--- config.mk ---
export PLATFORM = sky130hd
export DESIGN_NAME = fc_layer_sequencer
export DESIGN_NICKNAME = d
export VERILOG_FILES = /design/src/rtl/fc_seq_pkg.sv /design/src/rtl/fc_layer_sequencer_argmax.sv /design/src/rtl/fc_layer_sequencer.sv
export SDC_FILE = /design/constraint.sdc
export NUM_CORES = 2
export LEC_CHECK = 0
export CORE_AREA = 3 3 504 506
export CTS_BUF_LIST = sky130_fd_sc_hd__clkbuf_4 sky130_fd_sc_hd__clkbuf_8 sky130_fd_sc_hd__clkbuf_16
export CTS_CLUSTER_DIAMETER = 40
export DETAILED_ROUTE_END_ITERATION = 10
export DIE_AREA = 0 0 507 509
export PLACE_DENSITY_LB_ADDON = 0.05
export SYNTH_ARGS = -nofsm -noshare
export SYNTH_HDL_FRONTEND = slang
export SYNTH_SLANG_ARGS = --single-unit
--- constraint.sdc ---
create_clock -name clk -period 60.3 [get_ports clk]
set_clock_uncertainty 0.2 [all_clocks]
set_input_delay 6.03 -clock clk [delete_from_list [all_inputs] [get_ports clk]]
set_output_delay 6.03 -clock clk [all_outputs]
set_load 0.01 [all_outputs]
--- src/rtl/fc_seq_pkg.sv ---
// Shared types and width helpers for the fully-connected layer sequencer.
package fc_seq_pkg;

    typedef enum logic [1:0] {
        LOAD   = 2'd0,
        SETTLE = 2'd1,
        EMIT   = 2'd2,
        CLASS  = 2'd3
    } seq_state_e;

    localparam int ST_CNT_W   = 4;
    localparam int SETTLE_MIN = 1;
    localparam int SETTLE_MAX = 15;

    function automatic int acc_width(input int width, input int n_in);
        return width * 2 + $clog2(n_in);
    endfunction

    // Never narrower than one bit, so single-entry counters still have a register.
    function automatic int idx_width(input int n);
        return (n > 1) ? $clog2(n) : 1;
    endfunction

    function automatic bit settle_ok(input int cyc);
        return (cyc >= SETTLE_MIN) && (cyc <= SETTLE_MAX);
    endfunction

endpackage

--- src/rtl/fc_layer_sequencer_argmax.sv ---
// Running argmax over the emitted neuron results; a tie keeps the lower index.
module argmax_tracker
    import fc_seq_pkg::*;
#(
    parameter int ACC_W = 18,
    parameter int IDX_W = 4
) (
    input  logic             clk,
    input  logic             rst,
    input  logic             clear,
    input  logic             upd,
    input  logic [ACC_W-1:0] val,
    input  logic [IDX_W-1:0] idx,
    output logic [IDX_W-1:0] max_idx
);

    logic [ACC_W-1:0] max_q, max_d;
    logic [IDX_W-1:0] arg_q, arg_d;

    always_comb begin
        max_d = max_q;
        arg_d = arg_q;
        if (clear) begin
            max_d = '0;
            arg_d = '0;
        end else if (upd && ((idx == '0) || (val > max_q))) begin
            max_d = val;
            arg_d = idx;
        end
    end

    always_ff @(posedge clk or posedge rst) begin
        if (rst) begin
            max_q <= '0;
            arg_q <= '0;
        end else begin
            max_q <= max_d;
            arg_q <= arg_d;
        end
    end

    assign max_idx = arg_q;

endmodule

--- src/rtl/fc_layer_sequencer.sv ---
// Loads an activation vector, holds it for the neuron tree to settle, then
// streams the OUT results (valid/ready) and reports the argmax class.
module fc_layer_sequencer
    import fc_seq_pkg::*;
#(
    parameter int WIDTH      = 8,
    parameter int IN         = 128,
    parameter int OUT        = 10,
    parameter int SETTLE_CYC = 2,
    parameter int ACC_W      = acc_width(WIDTH, IN)
) (
    input  logic                         clk,
    input  logic                         rst,
    input  logic                         in_valid,
    output logic                         in_ready,
    input  logic [WIDTH-1:0]             in_data,
    output logic [WIDTH-1:0]             x [0:IN-1],
    input  logic [ACC_W-1:0]             z_in [0:OUT-1],
    output logic                         out_valid,
    input  logic                         out_ready,
    output logic [ACC_W-1:0]             out_data,
    output logic [idx_width(OUT)-1:0]    out_idx,
    output logic                         out_last,
    output logic                         class_valid,
    output logic [idx_width(OUT)-1:0]    class_idx,
    output logic                         busy
);

    localparam int IDX_W = idx_width(OUT);
    localparam int LD_W  = idx_width(IN);

    if (!settle_ok(SETTLE_CYC)) begin : g_settle_range
        $error("SETTLE_CYC must lie in 1..15");
    end

    seq_state_e          state_q, state_d;
    logic [LD_W-1:0]     ld_cnt_q, ld_cnt_d;
    logic [ST_CNT_W-1:0] st_cnt_q, st_cnt_d;
    logic [IDX_W-1:0]    idx_q, idx_d;
    logic [ACC_W-1:0]    out_data_q, out_data_d;
    logic                out_valid_q, out_valid_d;
    logic [IDX_W-1:0]    class_idx_q, class_idx_d;
    logic [WIDTH-1:0]    x_q [0:IN-1];
    logic [WIDTH-1:0]    x_d [0:IN-1];

    logic [IDX_W-1:0] idx_nxt;
    logic             last_beat;
    logic             hs;
    logic [IDX_W-1:0] max_idx;

    assign idx_nxt   = idx_q + IDX_W'(1);
    assign last_beat = (idx_q == IDX_W'(OUT - 1));
    assign hs        = (state_q == EMIT) && out_valid_q && out_ready;

    always_comb begin
        state_d     = state_q;
        ld_cnt_d    = ld_cnt_q;
        st_cnt_d    = st_cnt_q;
        idx_d       = idx_q;
        out_data_d  = out_data_q;
        out_valid_d = out_valid_q;
        class_idx_d = class_idx_q;
        x_d         = x_q;
        case (state_q)
            LOAD: begin
                if (in_valid) begin
                    x_d[ld_cnt_q] = in_data;
                    if (ld_cnt_q == LD_W'(IN - 1)) begin
                        ld_cnt_d = '0;
                        st_cnt_d = ST_CNT_W'(SETTLE_CYC - 1);
                        state_d  = SETTLE;
                    end else begin
                        ld_cnt_d = ld_cnt_q + LD_W'(1);
                    end
                end
            end
            SETTLE: begin
                // The tree has seen a stable x for SETTLE_CYC cycles once st_cnt hits 0.
                if (st_cnt_q == '0) begin
                    out_data_d  = z_in[0];
                    idx_d       = '0;
                    out_valid_d = 1'b1;
                    state_d     = EMIT;
                end else begin
                    st_cnt_d = st_cnt_q - ST_CNT_W'(1);
                end
            end
            EMIT: begin
                if (hs) begin
                    if (last_beat) begin
                        out_valid_d = 1'b0;
                        state_d     = CLASS;
                    end else begin
                        idx_d      = idx_nxt;
                        out_data_d = z_in[idx_nxt];
                    end
                end
            end
            CLASS: begin
                class_idx_d = max_idx;
                ld_cnt_d    = '0;
                idx_d       = '0;
                state_d     = LOAD;
            end
            default: state_d = LOAD;
        endcase
    end

    always_ff @(posedge clk or posedge rst) begin
        if (rst) begin
            state_q     <= LOAD;
            ld_cnt_q    <= '0;
            st_cnt_q    <= '0;
            idx_q       <= '0;
            out_data_q  <= '0;
            out_valid_q <= 1'b0;
            class_idx_q <= '0;
            for (int i = 0; i < IN; i++) x_q[i] <= '0;
        end else begin
            state_q     <= state_d;
            ld_cnt_q    <= ld_cnt_d;
            st_cnt_q    <= st_cnt_d;
            idx_q       <= idx_d;
            out_data_q  <= out_data_d;
            out_valid_q <= out_valid_d;
            class_idx_q <= class_idx_d;
            x_q         <= x_d;
        end
    end

    argmax_tracker #(
        .ACC_W (ACC_W),
        .IDX_W (IDX_W)
    ) u_argmax (
        .clk     (clk),
        .rst     (rst),
        .clear   (state_q == SETTLE),
        .upd     (hs),
        .val     (out_data_q),
        .idx     (idx_q),
        .max_idx (max_idx)
    );

    assign x           = x_q;
    assign in_ready    = (state_q == LOAD);
    assign busy        = (state_q != LOAD);
    assign out_valid   = out_valid_q;
    assign out_data    = out_data_q;
    assign out_idx     = idx_q;
    assign out_last    = out_valid_q && last_beat;
    assign class_valid = (state_q == CLASS);
    // During the pulse the tracker already holds the final arg; afterwards the latched copy.
    assign class_idx   = class_valid ? max_idx : class_idx_q;

endmodule

==> metrics.csv <==
metric,value,unit
status,"complete, no violations",
post_cts_resize_count,0,
track_usage,16.7,%
syn-num-nets,3201,
htreeDepth,5,
cts-root-buf,clkbuf_16,
synth_edf_count,0,
setup_violations,0,
chipWidth,507,µm
io_buffers,1301,
worst_pin_slew,1.18,ns
totalWireLength,222,mm
yosysSeqAreaShare,61.4,%
synth_cells,2926,
yosys-top-cells-count,"1096 x dfrtp_1, 1004 x mux2_2, 144 x clkbuf_1",
syn2layout_area_growth,61.1,%
slew_headroom,20.9,%
die_height,509,µm
tritoncts,built,
fin_tns_setup,0,ns
path_class,in -> async,
cts_inserted_buffers,307,
place.gp.congestion,0.717,
highest_layer,met5,
routedLengthMet1,87.7,mm
finalHoldViolations,0,
synth.most_common_cell,dfrtp_1,
p_per_area,38.8,nW/µm²
drtPass1Iterations,7,
cp-end-kind,async pin,
met3_length,20.1,mm
grt_start_max_net_pins,113,
cts_buffer_depth,4,
wl_met2,107,mm
fmax,0.0907,GHz
synthTopCellsByArea,"dfrtp_1 61%, mux2_2 25%, mux4_2 2.3%",
grt_setup_unrepaired,no,
yosys.area.top_type,dfrtp_1,
routedWlPerCell,27.8,µm
cp_data_arrival_time,11.67,ns
finalCriticalPeriod,11.03,ns
worstSetupStartpointType,input pin,
drtIter0Drc,1130,
ys_ff_latch,1096,
dp.cells,7454,
vias,31471,
vdd_drop_max,0.0000263,V
remaining_drc_errors,0,
grt_pass1_wl,301,mm
synth_flop_cell,dfrtp_1,
cp_max_fo,98,
grt_pass1_vias,33995,
dp_slack,47.99,ns
ys_async_sr_fraction,100,%
layoutNonFillerInstCount,7990,
fp.dieArea,258000,µm²
ioPinCount,1302,
total_power,2.80,mW
holdCritPathClass,reg -> reg,
coreArea,250000,µm²
fin_crit_sh,18.3,%
leakagePower,32.5,nW
placement_rows,184,
maxCapViolCount,0,
ant_nets,0,
cts_sinks,1096,
syn_area_per_cell,15.3,µm²
syn_area,44700,µm²
slew_violations,0,
post-route-util,28.7,%
initial_utilization,17.8,%
synth_top_area_share,61.4,%
antenna_found_initial,8,
layout-drive-gt1-share,38.1,%
setup_ws,49.27,ns
clock_latency,0.85,ns
path_clk_slew,0.04,ns
grt_overflow,0,
cp_data_required_time,60.94,ns
vias_per_cell,3.94,
cts_setup_buffers,0,
synth-warning-count,0,
dp_hpwl,157,mm
cts_hold_buf,0,
synth_cell_types,57,
nets,4690,
## area by class of cell
class / instances / area [µm²]
fillers: 25593 / 178000
flip-flops and latches: 1096 / 27400
multi-input cells: 1613 / 16400
repair buffers: 1360 / 13500
clock buffers: 399 / 8730
well taps: 3348 / 4190
clock inverters: 132 / 1560
inverters: 37 / 146
diodes: 5 / 12.5
## cell usage in the layout, fill, tap and decap left out, types with 15 or more instances in the layout
cell type and count:
nor2_2 35, inv_1 36, clkinvlp_4 15, a21oi_1 33, o2111ai_1 22, ha_1 32
bufinv_16 31, clkbuf_16 310, dfrtp_1 1095, mux4_2 46, clkdlybuf4s50_1 1293, buf_4 57
mux2_2 1004, nand2_2 21, mux2_1 26, nor2_1 18, o21ai_0 40, clkbuf_4 40
nor2_4 41, nand3_1 18, mux2i_1 52, nand2_1 99, o31ai_1 24, clkbuf_8 49
clkinv_2 71, o22ai_1 21
## cells by family after synthesis
family,Yosys count,share of synthesized area [%]
simple gates,284,3.80
xor+xnor,4,0.0784
fa+ha+maj,33,0.924
compound gates,164,2.40
flops,1096,61.4
buf+inv,217,1.99
mux,1128,29.4
## critical path, cell delays in order
cell	delay, ns
clkdlybuf4s50_1	0.50
inv_8	0.50
buf_4	0.65
buf_4	0.53
buf_4	0.78
buf_4	0.87
buf_4	0.67
buf_4	0.78
## state kept, by name, indices dropped and copies added (netlist names)
| signal | cells |
|---|---|
| state_q | 2 |
| u_argmax.max_idx | 4 |
| out_idx | 4 |
| u_argmax.max_q | 23 |
| x | 1024 |
| ld_cnt_q | 7 |
| out_data | 23 |
| out_valid | 1 |
| class_idx_q | 4 |
| st_cnt_q | 4 |
## where the power goes
| part | switching (mW) | total, mW | internal (mW) |
|---|---|---|---|
| clock network | 0.480 | 1.62 | 1.14 |
| registers | 0.0326 | 0.808 | 0.775 |
| logic | 0.219 | 0.372 | 0.154 |
## metrics by stage
stage	instance area (µm²)	hold slack, ns
after global routing	72000	0.299
after CTS	72000	0.283
after floorplan	44700	0.289
after detailed placement	61700	0.274
after global placement	61700	0.270
final	72000	0.280
## per-layer routing
metal,vias up,global-route usage (%)
met2,1170,28.0
met1,16288,19.3
li1,13651,-
met5,-,0
met4,2,5.66
met3,360,6.97
## worst paths after layout
check	to	from	slack (ns)	cells past startpoint
max reg2reg	u_argmax.max_q[4]	out_idx[0]	56.42	7
max in group clk	out_last	out_idx[0]	51.03	5
min reg2reg	x[784]	x[784]	0.28	1
min in group asynchronous	x[152]	rst	5.45	2
max	x[309]	rst	49.27	8
min	x[784]	x[784]	0.28	1
Power figures use the tool's default switching activity.
